$ cat src/rtl/fetch_unit_pkg.sv
// rtl/fetch_unit_pkg.sv - shared constants for the instruction fetch stage
package rv_fetch_pkg;
   localparam logic [31:0] NOP_INSTR        = 32'h0000_0013;
   localparam logic [31:0] DEFAULT_RESET_PC = 32'h0000_0000;

   localparam logic [1:0] ST_RUN   = 2'b00;
   localparam logic [1:0] ST_DRAIN = 2'b01;
   localparam logic [1:0] ST_HALT  = 2'b10;
endpackage

$ cat src/rtl/fetch_unit_if.sv
// rtl/fetch_unit_if.sv - instruction memory request/grant/response bus
interface fetch_unit_if;
   logic        imem_req_o;
   logic [31:0] imem_addr_o;
   logic        imem_gnt_i;
   logic        imem_rvalid_i;
   logic [31:0] imem_rdata_i;

   modport master (output imem_req_o, imem_addr_o,
                   input  imem_gnt_i, imem_rvalid_i, imem_rdata_i);
   modport slave  (input  imem_req_o, imem_addr_o,
                   output imem_gnt_i, imem_rvalid_i, imem_rdata_i);
endinterface

$ cat src/rtl/fetch_unit_fifo.sv
// rtl/fetch_unit_fifo.sv - prefetch FIFO of {pc, instr} entries with clear
module fetch_fifo #(
   parameter int DEPTH = 2,
   parameter int WIDTH = 64
) (
   input  logic                   clk,
   input  logic                   rst_n,
   input  logic                   push,
   input  logic [WIDTH-1:0]       push_data,
   input  logic                   pop,
   input  logic                   clear,
   output logic [WIDTH-1:0]       head_data,
   output logic [$clog2(DEPTH):0] count,
   output logic                   empty
);
   localparam int AW = $clog2(DEPTH);
   localparam int CW = AW + 1;
   localparam logic [CW-1:0] FULL_C = CW'(DEPTH);

   logic [WIDTH-1:0] mem [DEPTH];
   logic [AW-1:0]    rd_ptr;
   logic [AW-1:0]    wr_ptr;
   logic             do_push;
   logic             do_pop;

   assign empty     = (count == '0);
   assign do_push   = push && (count != FULL_C) && !clear;
   assign do_pop    = pop && !empty && !clear;
   assign head_data = mem[rd_ptr];

   // Power-of-two depth lets the pointers wrap by plain overflow.
   always_ff @(posedge clk or negedge rst_n) begin
      if (!rst_n) begin
         rd_ptr <= '0;
         wr_ptr <= '0;
         count  <= '0;
      end else if (clear) begin
         rd_ptr <= '0;
         wr_ptr <= '0;
         count  <= '0;
      end else begin
         if (do_push) wr_ptr <= wr_ptr + AW'(1);
         if (do_pop)  rd_ptr <= rd_ptr + AW'(1);
         count <= count + CW'(do_push) - CW'(do_pop);
      end
   end

   always_ff @(posedge clk) begin
      if (do_push) mem[wr_ptr] <= push_data;
   end
endmodule

$ cat src/rtl/fetch_unit.sv
// rtl/fetch_unit.sv - IF stage: PC, imem requests, prefetch FIFO, IF/ID register
// Optional FETCH_MISALIGN_CHECK_EN halts on misaligned redirect targets.
module fetch_unit
   import rv_fetch_pkg::*;
#(
   parameter logic [31:0] RESET_PC   = DEFAULT_RESET_PC,
   parameter int          FIFO_DEPTH = 2
) (
   input  logic               clk,
   input  logic               rst_n,
   input  logic               pc_en_i,
   input  logic               if_id_en_i,
   input  logic               if_id_flush_i,
   input  logic               pc_next_sel_i,
   input  logic [31:0]        branch_target_i,
   fetch_unit_if.master       imem,
   output logic [31:0]        instruction_o,
   output logic [31:0]        pc_id_o,
   output logic               instr_valid_o,
   output logic               fetch_stall_o
`ifdef FETCH_MISALIGN_CHECK_EN
   ,
   output logic               misaligned_o
`endif
);
   localparam int CW = $clog2(FIFO_DEPTH) + 1;
   localparam logic [CW-1:0] DEPTH_C = CW'(FIFO_DEPTH);

   logic [1:0]    state;
   logic          started;
   logic [31:0]   pc;
   logic [31:0]   target;
   logic [31:0]   rsp_pc;
   logic [CW-1:0] outstanding;
   logic [CW-1:0] kill_cnt;
   logic [CW-1:0] fifo_count;
   logic [CW-1:0] committed;
   logic [CW-1:0] outstanding_nxt;
   logic [CW-1:0] kill_nxt;
   logic [CW-1:0] redirect_kill;
   logic          fifo_empty;
   logic [63:0]   fifo_head;
   logic          gnt_fire;
   logic          rsp_live;
   logic          rsp_kill;
   logic          pop;

`ifdef FETCH_MISALIGN_CHECK_EN
   logic target_bad;
   assign target     = branch_target_i;
   assign target_bad = (branch_target_i[1:0] != 2'b00);
`else
   assign target = branch_target_i & 32'hFFFF_FFFC;
`endif

   // A pop this cycle frees a slot, so count it as credit to sustain 1 instr/cycle.
   assign pop       = if_id_en_i && !if_id_flush_i && !fifo_empty;
   assign committed = fifo_count - CW'(pop) + outstanding;

   assign imem.imem_req_o  = started && (state == ST_RUN) && pc_en_i && (committed < DEPTH_C);
   assign imem.imem_addr_o = pc;

   assign gnt_fire = imem.imem_req_o && imem.imem_gnt_i;
   assign rsp_live = imem.imem_rvalid_i && (state == ST_RUN) && (outstanding != '0);
   assign rsp_kill = imem.imem_rvalid_i && (state != ST_RUN) && (kill_cnt != '0);

   // Responses return in order, so the oldest outstanding address trails pc.
   assign rsp_pc = pc - (32'(outstanding) << 2);

   assign outstanding_nxt = outstanding + CW'(gnt_fire) - CW'(rsp_live);
   assign kill_nxt        = kill_cnt - CW'(rsp_kill);
   assign redirect_kill   = (state == ST_RUN) ? outstanding_nxt : kill_nxt;

   fetch_fifo #(.DEPTH(FIFO_DEPTH), .WIDTH(64)) u_fifo (
      .clk       (clk),
      .rst_n     (rst_n),
      .push      (rsp_live),
      .push_data ({rsp_pc, imem.imem_rdata_i}),
      .pop       (pop),
      .clear     (pc_next_sel_i),
      .head_data (fifo_head),
      .count     (fifo_count),
      .empty     (fifo_empty)
   );

   always_ff @(posedge clk or negedge rst_n) begin
      if (!rst_n) begin
         state       <= ST_RUN;
         started     <= 1'b0;
         pc          <= RESET_PC;
         outstanding <= '0;
         kill_cnt    <= '0;
`ifdef FETCH_MISALIGN_CHECK_EN
         misaligned_o <= 1'b0;
`endif
      end else begin
         started <= 1'b1;
         if (pc_next_sel_i) begin
            pc          <= target;
            outstanding <= '0;
            kill_cnt    <= redirect_kill;
`ifdef FETCH_MISALIGN_CHECK_EN
            misaligned_o <= target_bad;
            if (target_bad) state <= ST_HALT;
            else            state <= (redirect_kill != '0) ? ST_DRAIN : ST_RUN;
`else
            state <= (redirect_kill != '0) ? ST_DRAIN : ST_RUN;
`endif
         end else begin
            if (gnt_fire) pc <= pc + 32'd4;
            outstanding <= outstanding_nxt;
            kill_cnt    <= kill_nxt;
            if ((state == ST_DRAIN) && (kill_nxt == '0)) state <= ST_RUN;
         end
      end
   end

   always_ff @(posedge clk or negedge rst_n) begin
      if (!rst_n) begin
         instruction_o <= NOP_INSTR;
         pc_id_o       <= '0;
         instr_valid_o <= 1'b0;
         fetch_stall_o <= 1'b0;
      end else if (if_id_flush_i) begin
         instruction_o <= NOP_INSTR;
         instr_valid_o <= 1'b0;
         fetch_stall_o <= 1'b0;
      end else if (if_id_en_i) begin
         if (!fifo_empty) begin
            instruction_o <= fifo_head[31:0];
            pc_id_o       <= fifo_head[63:32];
            instr_valid_o <= 1'b1;
            fetch_stall_o <= 1'b0;
         end else begin
            instruction_o <= NOP_INSTR;
            instr_valid_o <= 1'b0;
            fetch_stall_o <= 1'b1;
         end
      end else begin
         fetch_stall_o <= 1'b0;
      end
   end
endmodule
$ cat src/flat_wrapper.sv
// flat-port wrapper written by rule: the top's interface ports become plain ports
module fetch_unit_flat import rv_fetch_pkg::*;
#(
   parameter logic [31:0] RESET_PC   = DEFAULT_RESET_PC,
   parameter int          FIFO_DEPTH = 2
)
  (clk, rst_n, pc_en_i, if_id_en_i, if_id_flush_i, pc_next_sel_i, branch_target_i, instruction_o, pc_id_o, instr_valid_o, fetch_stall_o, imem_imem_req_o, imem_imem_addr_o, imem_imem_gnt_i, imem_imem_rvalid_i, imem_imem_rdata_i);
  fetch_unit_if imem_i ();
  input  logic clk;
  input  logic rst_n;
  input  logic pc_en_i;
  input  logic if_id_en_i;
  input  logic if_id_flush_i;
  input  logic pc_next_sel_i;
  input  logic [31:0] branch_target_i;
  output logic [31:0] instruction_o;
  output logic [31:0] pc_id_o;
  output logic instr_valid_o;
  output logic fetch_stall_o;
  output wire logic [$bits(imem_i.imem_req_o)-1:0] imem_imem_req_o;
  output wire logic [$bits(imem_i.imem_addr_o)-1:0] imem_imem_addr_o;
  input wire logic [$bits(imem_i.imem_gnt_i)-1:0] imem_imem_gnt_i;
  input wire logic [$bits(imem_i.imem_rvalid_i)-1:0] imem_imem_rvalid_i;
  input wire logic [$bits(imem_i.imem_rdata_i)-1:0] imem_imem_rdata_i;
  assign imem_imem_req_o = imem_i.imem_req_o;
  assign imem_imem_addr_o = imem_i.imem_addr_o;
  assign imem_i.imem_gnt_i = imem_imem_gnt_i;
  assign imem_i.imem_rvalid_i = imem_imem_rvalid_i;
  assign imem_i.imem_rdata_i = imem_imem_rdata_i;
  fetch_unit #(.RESET_PC(RESET_PC), .FIFO_DEPTH(FIFO_DEPTH)) u_core (.clk(clk), .rst_n(rst_n), .pc_en_i(pc_en_i), .if_id_en_i(if_id_en_i), .if_id_flush_i(if_id_flush_i), .pc_next_sel_i(pc_next_sel_i), .branch_target_i(branch_target_i), .imem(imem_i), .instruction_o(instruction_o), .pc_id_o(pc_id_o), .instr_valid_o(instr_valid_o), .fetch_stall_o(fetch_stall_o));
endmodule
$ cat config.mk
export PLATFORM = sky130hd
export DESIGN_NAME = fetch_unit_flat
export DESIGN_NICKNAME = d
export VERILOG_FILES = /design/src/rtl/fetch_unit_pkg.sv /design/src/rtl/fetch_unit_if.sv /design/src/rtl/fetch_unit_fifo.sv /design/src/rtl/fetch_unit.sv /design/src/flat_wrapper.sv
export SDC_FILE = /design/constraint.sdc
export NUM_CORES = 1
export LEC_CHECK = 0
export ABC_AREA = 1
export BUFFER_PORTS_ARGS = -buffer_cell sky130_fd_sc_hd__clkbuf_2
export CAP_MARGIN = 30
export CORE_UTILIZATION = 51
export DETAILED_ROUTE_END_ITERATION = 8
export GPL_ROUTABILITY_DRIVEN = 0
export GPL_TIMING_DRIVEN = 0
export HOLD_SLACK_MARGIN = 0.15
export PLACE_DENSITY_LB_ADDON = 0.3
export SYNTH_ARGS = -nofsm -noshare
export SYNTH_HDL_FRONTEND = slang
export SYNTH_SLANG_ARGS = --single-unit
$ cat constraint.sdc
create_clock -name clk -period 4.15 [get_ports clk]
set_clock_uncertainty 0.15 [all_clocks]
set_input_delay 0.83 -clock clk [delete_from_list [all_inputs] [get_ports clk]]
set_output_delay 0.83 -clock clk [all_outputs]
set_load 0.02 [all_outputs]
* After elaboration in Yosys (flattened, before gate mapping)
Memory sizes are Yosys's and may differ from the RTL's.
Cells that the tools add are included.
** Word-level totals
- Register bits :: 109
- Memory bits (writable) :: 128
- Bits of input ports :: 72
- Output and inout bits :: 99
- Logic and storage cells :: 84
- Memories :: 1
** Memory list
- u_core.u_fifo.mem :: depth 2, bits a word 64, rd ports 1, clocked after memory_dff 0, wr ports 1, RTL line fetch_unit_fifo.sv:20 : logic [WIDTH-1:0] mem [DEPTH];
** Operators by class
- Add/subtract/negate cells :: 11
- Order comparisons :: 1
- Eq/ne operators :: 2
- Muxes and demuxes :: 24
- Bitwise operators :: 2
- Reductions and logical operators :: 31
** Operators by type and width (count)
- $mux W32 :: 5
- $add A32 B3 Y32 const B :: 1
- $sub A32 B4 Y32 :: 1
- $reduce_bool A2 Y1 :: 9
- $logic_and A1 B1 Y1 :: 15
- $mux W1 :: 13
- $mux W2 :: 6
- $sub A2 B1 Y2 :: 4
- $logic_not A2 Y1 :: 3
- $add A2 B1 Y2 :: 2
- $logic_not A1 Y1 :: 3
- $reduce_and A3 Y1 :: 1
- $add A1 B1 Y1 const B :: 2
- $add A2 B2 Y2 :: 1
- $eq A2 B1 Y1 const B :: 1
- $lt A2 B2 Y1 const B :: 1
- $ne A2 B2 Y1 const B :: 1
- $not A1 Y1 :: 2

* Depth between registers and ports, before layout
Gate-level depths: netlist of run 1.
- Depth in word-level cells :: 14
- Gate-level depth with buffers :: 17
- Mapped depth without buffers :: 15

* Modules after synthesis
Synthesis of run 1 repeated with hierarchy kept, for this count alone.
** Second synthesis, totals
- Cell total of the unflattened synthesis :: 1192
- Area, all modules :: 10891.7 um2
** By module, submodules not included
- fetch_unit :: instances 1, cells an instance 822, area each 5985.7 um2, sequential area each 2556.2 um2
- fetch_fifo :: instances 1, cells an instance 370, area each 4906.0 um2, sequential area each 3943.8 um2

* Worst setup path before layout of run 1
No wires, ideal clock.
- Kind :: input -> register
- Start :: input port imem_imem_rvalid_i
- End :: memory u_core.u_fifo.mem[1][0] (enable)
- Library setup time :: 483 ps
- Arrival time :: 4050 ps
- Required time :: 3517 ps
- Setup slack :: -533 ps
- Cell stages on the path :: 6
- Buffers on the path :: 0
- Cells stage by stage :: inv_1 > a211oi_1 > o21ai_0 > nor2_1 > inv_1 > nor2_1
** On the way
- Cells in the longest elaborated chain, start to end :: 6
** Ends and longest elaborated chain
- start, declared :: RTL line flat_wrapper.sv:23 : input wire logic [$bits(imem_i.imem_rvalid_i)-1:0] imem_imem_rvalid_i;
- $logic_and A1 B1 Y1 (2 in series) :: RTL line fetch_unit.sv:64 : assign rsp_live = imem.imem_rvalid_i && (state == ST_RUN) && (outstanding != '0);
- $logic_and A1 B1 Y1 (2 in series) :: RTL line fetch_unit_fifo.sv:27 : assign do_push = push && (count != FULL_C) && !clear;
- $mux W1 :: RTL line fetch_unit_fifo.sv:49 : if (do_push) mem[wr_ptr] <= push_data;
- $mux W1 (not written as such) :: RTL line fetch_unit_fifo.sv:49
- end, declared :: RTL line fetch_unit_fifo.sv:20
No other way between the ends.

* Worst setup path in the final report of run 1
- Start :: register u_core.u_fifo.count[1]
- End :: output port imem_imem_req_o
** On the way
- Cells in the longest elaborated chain, start to end :: 7
** Ends and longest elaborated chain
- start, declared :: RTL line fetch_unit_fifo.sv:13 : output logic [$clog2(DEPTH):0] count,
- start signal, assigned :: RTL line fetch_unit_fifo.sv:44 : count <= count + CW'(do_push) - CW'(do_pop);
- $logic_not A2 Y1 :: RTL line fetch_unit_fifo.sv:26 : assign empty = (count == '0);
- $logic_not A1 Y1 :: RTL line fetch_unit.sv:57 : assign pop = if_id_en_i && !if_id_flush_i && !fifo_empty;
- $logic_and A1 B1 Y1 :: RTL line fetch_unit.sv:57
- $sub A2 B1 Y2 * :: RTL line fetch_unit.sv:58 : assign committed = fifo_count - CW'(pop) + outstanding;
- $add A2 B2 Y2 * :: RTL line fetch_unit.sv:58
- $lt A2 B2 Y1 * :: RTL line fetch_unit.sv:60 : assign imem.imem_req_o = started && (state == ST_RUN) && pc_en_i && (committed < DEPTH_C);
- $logic_and A1 B1 Y1 * :: RTL line fetch_unit.sv:60
- end, declared :: RTL line flat_wrapper.sv:20 : output wire logic [$bits(imem_i.imem_req_o)-1:0] imem_imem_req_o;
Mark *: on every way between the ends. The rest lies on a longest branch, timed or not.

==> results of run 1 <==
-- cell type report --
cell class | count | share of cell area [%]
sequential | 228 | 50.9
clock inverter | 16 | 1.23
timing repair buffer | 167 | 7.16
tap | 265 | 2.67
multi-input combinational | 721 | 28.6
clock buffer | 30 | 5.35
inverter | 67 | 2.02
buffer | 48 | 2.06
-- layout by cell type, fill, tap and decap left out, types with 19 or more instances in the layout --
master	instances
nor2_1	116
clkbuf_2	163
clkbuf_1	22
nand3_1	75
a31oi_1	33
o21ai_0	44
edfxtp_1	124
dfrtp_1	101
inv_1	61
buf_2	19
mux2i_1	29
clkbuf_16	25
nand2_1	321
xor2_1	26
-- worst max-delay path by stage --
stage               slack, ns                             start                            endpoint  cells past startpoint
detailed placement       0.01                        if_id_en_i        u_core.kill_cnt[1]$_DFF_PN0_                     18
CTS                      0.13  u_core.u_fifo.count[1]$_DFF_PN0_                     imem_imem_req_o                     13
finish                   0.28  u_core.u_fifo.count[1]$_DFF_PN0_                     imem_imem_req_o                     13
global route             0.05  u_core.u_fifo.count[1]$_DFF_PN0_                     imem_imem_req_o                     13
global placement        -0.51                imem_imem_rvalid_i  u_core.u_fifo.mem[1][23]$_DFFE_PP_                      7
floorplan                0.52                imem_imem_rvalid_i   u_core.u_fifo.mem[1][0]$_DFFE_PP_                      6
-- cell usage after synthesis --
cell,instances
a211oi_1,2
a21boi_0,2
a21oi_1,7
a31oi_1,33
and3_1,1
buf_2,19
buf_4,6
buf_6,4
clkbuf_1,19
conb_1,2
dfrtp_1,101
dfstp_2,3
edfxtp_1,124
fa_1,1
ha_1,9
inv_1,62
inv_2,5
mux2i_1,29
nand2_1,321
nand2_2,4
nand2_4,1
nand3_1,75
nand3_2,1
nand3b_1,2
nand4_1,4
nand4_4,1
nor2_1,117
nor2_2,9
nor2_4,2
nor3_1,6
nor3_2,1
nor3_4,1
nor4_1,1
o21ai_0,44
o21ai_1,10
o21ai_2,2
o21bai_1,2
xnor2_1,2
xor2_1,26
-- metal layers --
layer / global-route usage (%) / wire length, um
met1: 28.8 / 9980
met2: 40.0 / 11600
met3: 4.11 / 1600
met4: 8.20 / 663
met5: 0 / 0
-- power by group --
| part | total (mW) | internal, mW | switching (mW) |
|---|---|---|---|
| sequential | 2.87 | 2.68 | 0.190 |
| combinational | 1.35 | 0.446 | 0.905 |
| clock | 2.18 | 1.28 | 0.898 |
-- kinds of logic after synthesis --
kind of cell    after synthesis  synth area share (%)
buf+inv                     115                  4.90
xor+xnor                     28                  2.37
flops                       228                  61.1
fa+ha+maj                    10                  1.28
compound gates              102                  5.54
mux                          29                  2.80
other cells                   2                0.0725
simple gates                547                  22.0
-- sequential cells by signal, summed over array words and instances, names as in the netlist, 2 cells and up --
| signal | count |
|---|---|
| u_core.u_fifo.mem | 124 |
| u_core.instruction_o | 32 |
| u_core.imem.imem_addr_o | 30 |
| u_core.pc_id_o | 30 |
| u_core.kill_cnt | 2 |
| u_core.outstanding | 2 |
| u_core.u_fifo.count | 2 |
-- through the flow --
step | cells | setup TNS (ns) | area [um^2]
2_1_floorplan | 1064 | 0 | 10400
3_3_place_gp | 1493 | -31.23 | 11500
3_5_place_dp | 1496 | 0 | 11600
4_1_cts | 1542 | 0 | 12400
5_1_grt | 1542 | 0 | 12400
6_report | 1542 | 0 | 12400
-- worst max-delay path, stage by stage, from the launching register on --
cell and delay, ns:
dfrtp_1 0.46, nor2_1 0.11, nor3_4 0.26, buf_2 0.28, buf_2 0.27, ha_1 0.27
inv_1 0.07, nand2_1 0.05, nand2_1 0.08, nand2_1 0.05, nand2_1 0.11, nand3_1 0.11
inv_1 0.07, clkbuf_2 0.16
-- repair_timing --
| item | in CTS | in global routing |
|---|---|---|
| setup endpoints to repair | 0 | 1 |
| gates resized for setup | 0 | 1 |
| buffers inserted | 0 | 0 |
==> results.ini, run 1 <==
[setup_path]
ff2ff_setup_slack_ns = 0.61
worst_r2r_endpoint = u_core.kill_cnt[1]$_DFF_PN0_
crit_path_start_kind = register
r2r_start = u_core.u_fifo.count[1]$_DFF_PN0_
crit_arrival_ns = 2.89
cp.required_ns = 3.17
endpoint_kind = output port
cp_max_fo = 10
critPathKind = register to output port
r2r_cells = 17

[pwr]
power.total_mw = 6.40
leakagePower_nw = 5.43
power_density_nw_per_um2 = 515
ir_worst_vdd_uv = 317

[sta]
min_period_over_period_pct = 93.2
fin_crit_ns = 3.87
rsz0062_at_grt = false
worst_pin_slew_ns = 0.880
holdWs_ns = 0.250
report.final.hold_viol_count = 0
worst_slack_ns = 0.283
max_freq_mhz = 259
maxSlewViolCount = 0
slew_headroom_pct = 41.4
finalSetupViolCount = 0

[clock_network]
ctsHoldBuffers = 0
clockBufferDepth = 3
insertion_delay_ns = 0.53
cts.htree.levels = 1
cts_tree = yes
cts_root_buffer = clkbuf_16
cts_buffers = 25
cts_sinks = 228
clk_pin_slew_worst_paths_ns = 0.06

[placement]
hpwl_um = 17400
post-place-ws_ns = 0.0110
io_buffers = 164

[floorplan]
die-area_um2 = 20900
rows = 51
ios = 171
die_y_um = 145
start_util_pct = 52.6
die_w_um = 145
core_area_um2 = 19700

[final_layout]
nets = 1340
final.fill_count = 1623
seqCellArea_um2 = 6330
areaGrowthSynthToFinish_pct = 19.9
utilization_pct = 63.0
multiInputGateArea_um2 = 3550
drive_above_1_share_pct = 20.9
diodes = 0

[route]
drtAntennaViolNets = 0
wl_per_cell_um = 15.5
firstDrtPassIters = 5
via_per_inst = 5.14
wirelength_um = 23800
remaining_drc_errors = 0
drt-initial-drc-count = 430
vias = 7923

[synthesis]
synth.largest_area_cell = edfxtp_1
yosysSeqAreaShare_pct = 61.1
ys_ff_latch = 228
synthTopCellsByArea = edfxtp_1 (36%), dfrtp_1 (24%), nand2_1 (12%), nor2_1 (4.2%), nand3_1 (3.6%)
synth_cell_types = 39
syn_avg_cell_area_um2 = 9.77
yosys_warnings = 0
synth_top_area_share_pct = 35.9
syn_area_um2 = 10400
synth_cells = 1061

[global_route]
grt_pass1_wl_um = 36900
grt_pass1_vias = 7638
grtUsageTotal_pct = 23.1
grt_max_degree = 105
antenna_found_initial = 0
overflow = 0

[outcome]
status = finished, final reports clean

[hold_path]
min_path_type = primary input to asynchronous set/reset pin

[job]
max_cap_viol_count = 0

Note: power is estimated with default switching activity, not from simulation.
==> run 2, diff against run 1 <==
Settings changed: CORE_UTILIZATION 51 to 35.
==> run 2 against run 1 <==
Compared with the run above: sequential power about the same; routed wire length up 7.8%; cell count up 7.9%; non-clock buffer count up 1; via count down 1.2%; combinational power about the same; die area up 45%; power up 6.0%; highest routed layer unchanged; utilization down 19 points; final area up 2.6%; first-iteration DRC count up 30%; register-to-register slack about the same.
==> results.ini, run 2 (synthesis results as in run 1) <==
[sta]
worst_pin_slew_ns = 0.833
finalSetupViolCount = 0
max_freq_mhz = 260
maxSlewViolCount = 0
fin_crit_ns = 3.84
holdWs_ns = 0.332
min_period_over_period_pct = 92.6
rsz0062_at_grt = false
report.final.hold_viol_count = 0
tns_ns = 0
slew_headroom_pct = 44.5

[setup_path]
cp-startpoint = u_core.u_fifo.count[1]$_DFF_PN0_
cpMostUsedCell = nand2_1
critical_path.max_stage_delay_ns = 0.44
endpoint_kind = output port
r2r_start = u_core.u_fifo.count[1]$_DFF_PN0_
cp_cell_sequence = nor2_1 -> nor3_4 -> buf_2 -> clkbuf_4 -> ha_1 -> inv_1 -> nand2_1 -> nand2_1 -> nand2_1 -> nand2_1 -> nand3_1 -> inv_1 -> clkbuf_2
critPathKind = register to output port
cp_top_family = buffers and inverters
cp.required_ns = 3.17
crit_path_top_delay_cell = dfrtp_1
crit_path_start_kind = register
cp_max_fo = 10
cp_num_buf_inv = 5
crit_arrival_ns = 2.86

[clock_network]
cts.htree.levels = 1
cts_sinks = 228
cts_tree = yes
post_cts_buffers = 0
insertion_delay_ns = 0.53
clockBufferDepth = 3
cts_buffers = 26
clk_pin_slew_worst_paths_ns = 0.06
cts_root_buffer = clkbuf_16

[placement]
hpwl_um = 18900
placed_area_um2 = 11800
io_buffers = 164

[final_layout]
largest_reg_flops = 124
postLayoutCellArea_um2 = 12700
reg_top3 = u_core.u_fifo.mem: 124 flops, u_core.instruction_o: 32 flops
diodes = 0
layout.cells.most_common = nand2_1
largest-register = u_core.u_fifo.mem
areaGrowthSynthToFinish_pct = 23.0
drive_above_1_share_pct = 21.1
final_cell_mix = nand2_1 (321), clkbuf_2 (163), edfxtp_1 (124)
nets = 1342

[route]
vias = 7825
drtAntennaViolNets = 0
drt-initial-drc-count = 558
remaining_drc_errors = 0
firstDrtPassIters = 5
via_per_inst = 4.70
wirelength_um = 25700
wl_per_cell_um = 15.4

[floorplan]
rows = 62
die_w_um = 174
core_area_um2 = 28900
die-area_um2 = 30300
die_y_um = 174
start_util_pct = 35.8
ios = 171

[global_route]
grtUsageTotal_pct = 17.1
grt_max_degree = 78
grt_pass1_vias = 7676
grt_pass1_wl_um = 40700
overflow = 0
antenna_found_initial = 0

[hold_path]
min_path_type = register to register
hold_start = u_core.instruction_o[12]$_DFFE_PN0P_

[pwr]
ir_worst_vdd_uv = 290
leakagePower_nw = 5.50
power_density_nw_per_um2 = 532
power.total_mw = 6.78

[outcome]
status = finished, final reports clean

[job]
max_cap_viol_count = 0

## run 2: cell types whose count changed in the layout (fill, tap and decap cells not counted), sizes merged
cell | previous run | this run
clkinv | 10 | 5
buf | 32 | 31
bufinv | 2 | 7
clkbuf | 213 | 217
inv | 70 | 69
dlygate4sd3 | 0 | 1
## run 2: path summary, 6_finish.rpt
check | to | slack [ns] | cells past startpoint
setup / recovery | imem_imem_req_o | 0.31 | 13
hold / removal | u_core.instruction_o[12]$_DFFE_PN0P_ | 0.33 | 2
setup reg to reg | u_core.state[0]$_DFFE_PN0P_ | 0.61 | 17
hold reg to reg | u_core.instruction_o[12]$_DFFE_PN0P_ | 0.33 | 2
max in group asynchronous | u_core.imem.imem_addr_o[24]$_DFFE_PN0P_ | 2.56 | 3
min in group asynchronous | u_core.instruction_o[12]$_DFFE_PN0P_ | 0.61 | 2
## run 2: final cells by class
| type | count | area (um^2) |
|---|---|---|
| clock buffers | 33 | 687 |
| fillers | 2822 | 16200 |
| flip-flops and latches | 228 | 6330 |
| plain buffers | 48 | 259 |
| inverters | 67 | 254 |
| clock inverters | 15 | 275 |
| repair buffers | 168 | 915 |
| multi-input cells | 721 | 3550 |
| well taps | 384 | 480 |
## run 2: metal layers
metal	up-vias	part of all wire (%)	global-route usage [%]
li1	3927	-	-
met1	3614	46	23.0
met2	236	46	28.0
met3	48	4.8	2.38
met4	0	3.2	6.58
met5	-	0	0
## run 2: power by group
part,leakage (nW),total (mW),switching [mW],internal (mW)
Combinational,2.59,1.37,0.926,0.447
Clock,0.466,2.53,0.913,1.62
Sequential,2.45,2.87,0.194,2.68
## run 2: metrics by stage
step                      utilization, %  setup WS (ns)  instances
final                               44.1          0.305       1664
after global routing                44.1         0.0495       1664
after CTS                           44.0         0.0388       1664
after detailed placement            40.7        -0.0820       1615
after global placement              40.4         -0.770       1612
after floorplan                        -          0.519       1064
## run 2: timing repair
item                                   in CTS  in global routing
setup endpoints to repair                   0                  1
resized for setup                           0                  2
endpoints found under the hold margin      27                  0
hold buffers                                1                  0
## run 2: worst min-delay path: cells and delay by family, from the launching register on
family	cells	cell delay [ns]
and+or+nand+nor	1	0.05
DFF	1	0.34
AOI/OAI and AO/OA	1	0.06
==> run 3, diff against run 2 <==
Settings changed: CELL_PAD_IN_SITES_DETAIL_PLACEMENT from default to 1, CELL_PAD_IN_SITES_GLOBAL_PLACEMENT from default to 2, CORE_MARGIN from default to 1.5, CORE_UTILIZATION 35 to 32.
==> run 3 against run 2 <==
Compared with the run above: die area rose by 10%; utilization decreased by 4.0 points; critical path depth is 1 lower; final area fell by 0.35%; sequential share of layout area rose by 0.18 points; sequential power barely moved; register-to-register slack worse by 0.05 ns; critical path type unchanged; highest routed layer unchanged.
==> results.ini, run 3 (synthesis results as in run 1) <==
[hold_path]
min_path_type = register to register

[pwr]
power_density_nw_per_um2 = 526
leakagePower_nw = 5.47
ir_worst_vdd_uv = 263

[setup_path]
crit_arrival_ns = 2.71
cpMostUsedCell = nand2_1
crit_path_start_kind = register
critical_path.max_stage_delay_ns = 0.44
cp.required_ns = 3.17
endpoint_kind = output port
cp_num_buf_inv = 4
cp_max_fo = 19
critPathKind = register to output port
crit_path_top_delay_cell = dfrtp_1
cp_cell_sequence = nor2_1 -> nor3_4 -> clkbuf_4 -> ha_1 -> inv_1 -> nand2_1 -> nand2_1 -> nand2_1 -> nand2_1 -> nand3_1 -> inv_1 -> clkbuf_2
cp_top_family = simple AND/OR/NAND/NOR gates

[final_layout]
areaGrowthSynthToFinish_pct = 22.6
final_cell_mix = nand2_1 (321), clkbuf_2 (163), edfxtp_1 (124)
reg_top3 = u_core.u_fifo.mem: 124 flops, u_core.instruction_o: 32 flops
utilization_pct = 40.1
layout.cells.most_common = nand2_1
diodes = 0
drive_above_1_share_pct = 21.0
nets = 1341
largest-register = u_core.u_fifo.mem
largest_reg_flops = 124

[placement]
io_buffers = 164
hpwl_um = 22200

[outcome]
status = finished, final reports clean

[clock_network]
cts_tree = yes
clockBufferDepth = 3
cts_root_buffer = clkbuf_16
cts.htree.levels = 1
clk_pin_slew_worst_paths_ns = 0.06
cts_buffers = 26
post_cts_buffers = 0
cts_sinks = 228
insertion_delay_ns = 0.53

[floorplan]
die_y_um = 183
rows = 65
ios = 171
die-area_um2 = 33500
die_w_um = 183
core_area_um2 = 31700
start_util_pct = 32.7

[sta]
max_freq_mhz = 271
finalSetupViolCount = 0
rsz0062_at_grt = false
slew_headroom_pct = 43.2
report.final.hold_viol_count = 0
worst_pin_slew_ns = 0.852
min_period_over_period_pct = 89.0
fin_crit_ns = 3.69
holdWs_ns = 0.329
maxSlewViolCount = 0

[global_route]
grt_pass1_wl_um = 46100
grtUsageTotal_pct = 17.8
overflow = 0
grt_max_degree = 76
grt_pass1_vias = 8457
antenna_found_initial = 0

[job]
max_cap_viol_count = 0

[route]
wirelength_um = 29500
drt-initial-drc-count = 284
vias = 7922
wl_per_cell_um = 17.6
drtAntennaViolNets = 0
remaining_drc_errors = 0
via_per_inst = 4.71
firstDrtPassIters = 4

-- run 3: layer usage --
layer / GRT usage (%) / wire length (um)
met1: 22.9 / 13300
met2: 31.9 / 14400
met3: 2.44 / 1290
met4: 3.90 / 490
met5: 0 / 0
-- run 3: area by class of cell --
cell class                 instances  area (um^2)
buffer                            47          254
clock buffer                      36          729
clock inverter                    12          170
fill                            3699        19000
inverter                          67          254
multi-input combinational        721         3550
sequential                       228         6330
tap                              402          503
timing repair buffer             168          915
-- run 3: path summary, 6_finish.rpt --
kind / startpoint / to / slack, ns / cells past startpoint
setup / recovery: u_core.u_fifo.count[1]$_DFF_PN0_ / imem_imem_req_o / 0.46 / 12
hold / removal: u_core.instruction_o[7]$_DFFE_PN0P_ / u_core.instruction_o[7]$_DFFE_PN0P_ / 0.33 / 2
setup reg to reg: u_core.u_fifo.count[1]$_DFF_PN0_ / u_core.kill_cnt[1]$_DFF_PN0_ / 0.56 / 16
hold reg to reg: u_core.instruction_o[7]$_DFFE_PN0P_ / u_core.instruction_o[7]$_DFFE_PN0P_ / 0.33 / 2
max in group asynchronous: rst_n / u_core.instruction_o[4]$_DFFE_PN1P_ / 2.48 / 3
min in group asynchronous: rst_n / u_core.pc_id_o[6]$_DFFE_PN0P_ / 0.63 / 2
-- run 3: report_power, final --
group	switching (mW)	internal [mW]	total (mW)
sequential	0.198	2.68	2.88
combinational	0.949	0.450	1.40
clock	0.934	1.48	2.41
-- run 3: worst min-delay path, stage by stage (launching register included) --
cell     delay [ns]
dfrtp_1        0.34
nand2_1        0.05
o21ai_0        0.05
-- run 3: timing repair --
item / 4_1_cts / 5_1_grt
resized for setup: 0 / 2
setup endpoints to repair: 0 / 2
hold endpoints to repair: 29 / 0
hold buffers: 1 / 0
-- run 3: through the flow --
| stage | setup slack, ns | total power, mW | setup TNS [ns] | instance area [um^2] | cells |
|---|---|---|---|---|---|
| detailed placement | -0.270 | 4.35 | -0.758 | 11800 | 1633 |
| CTS | 0.0698 | 6.78 | 0 | 12700 | 1682 |
| global route | 0.184 | 7.02 | 0 | 12700 | 1681 |
| global placement | -0.743 | 4.31 | -53.32 | 11700 | 1630 |
| floorplan | 0.519 | 3.75 | 0 | 10400 | 1064 |
| finish | 0.456 | 6.69 | 0 | 12700 | 1681 |
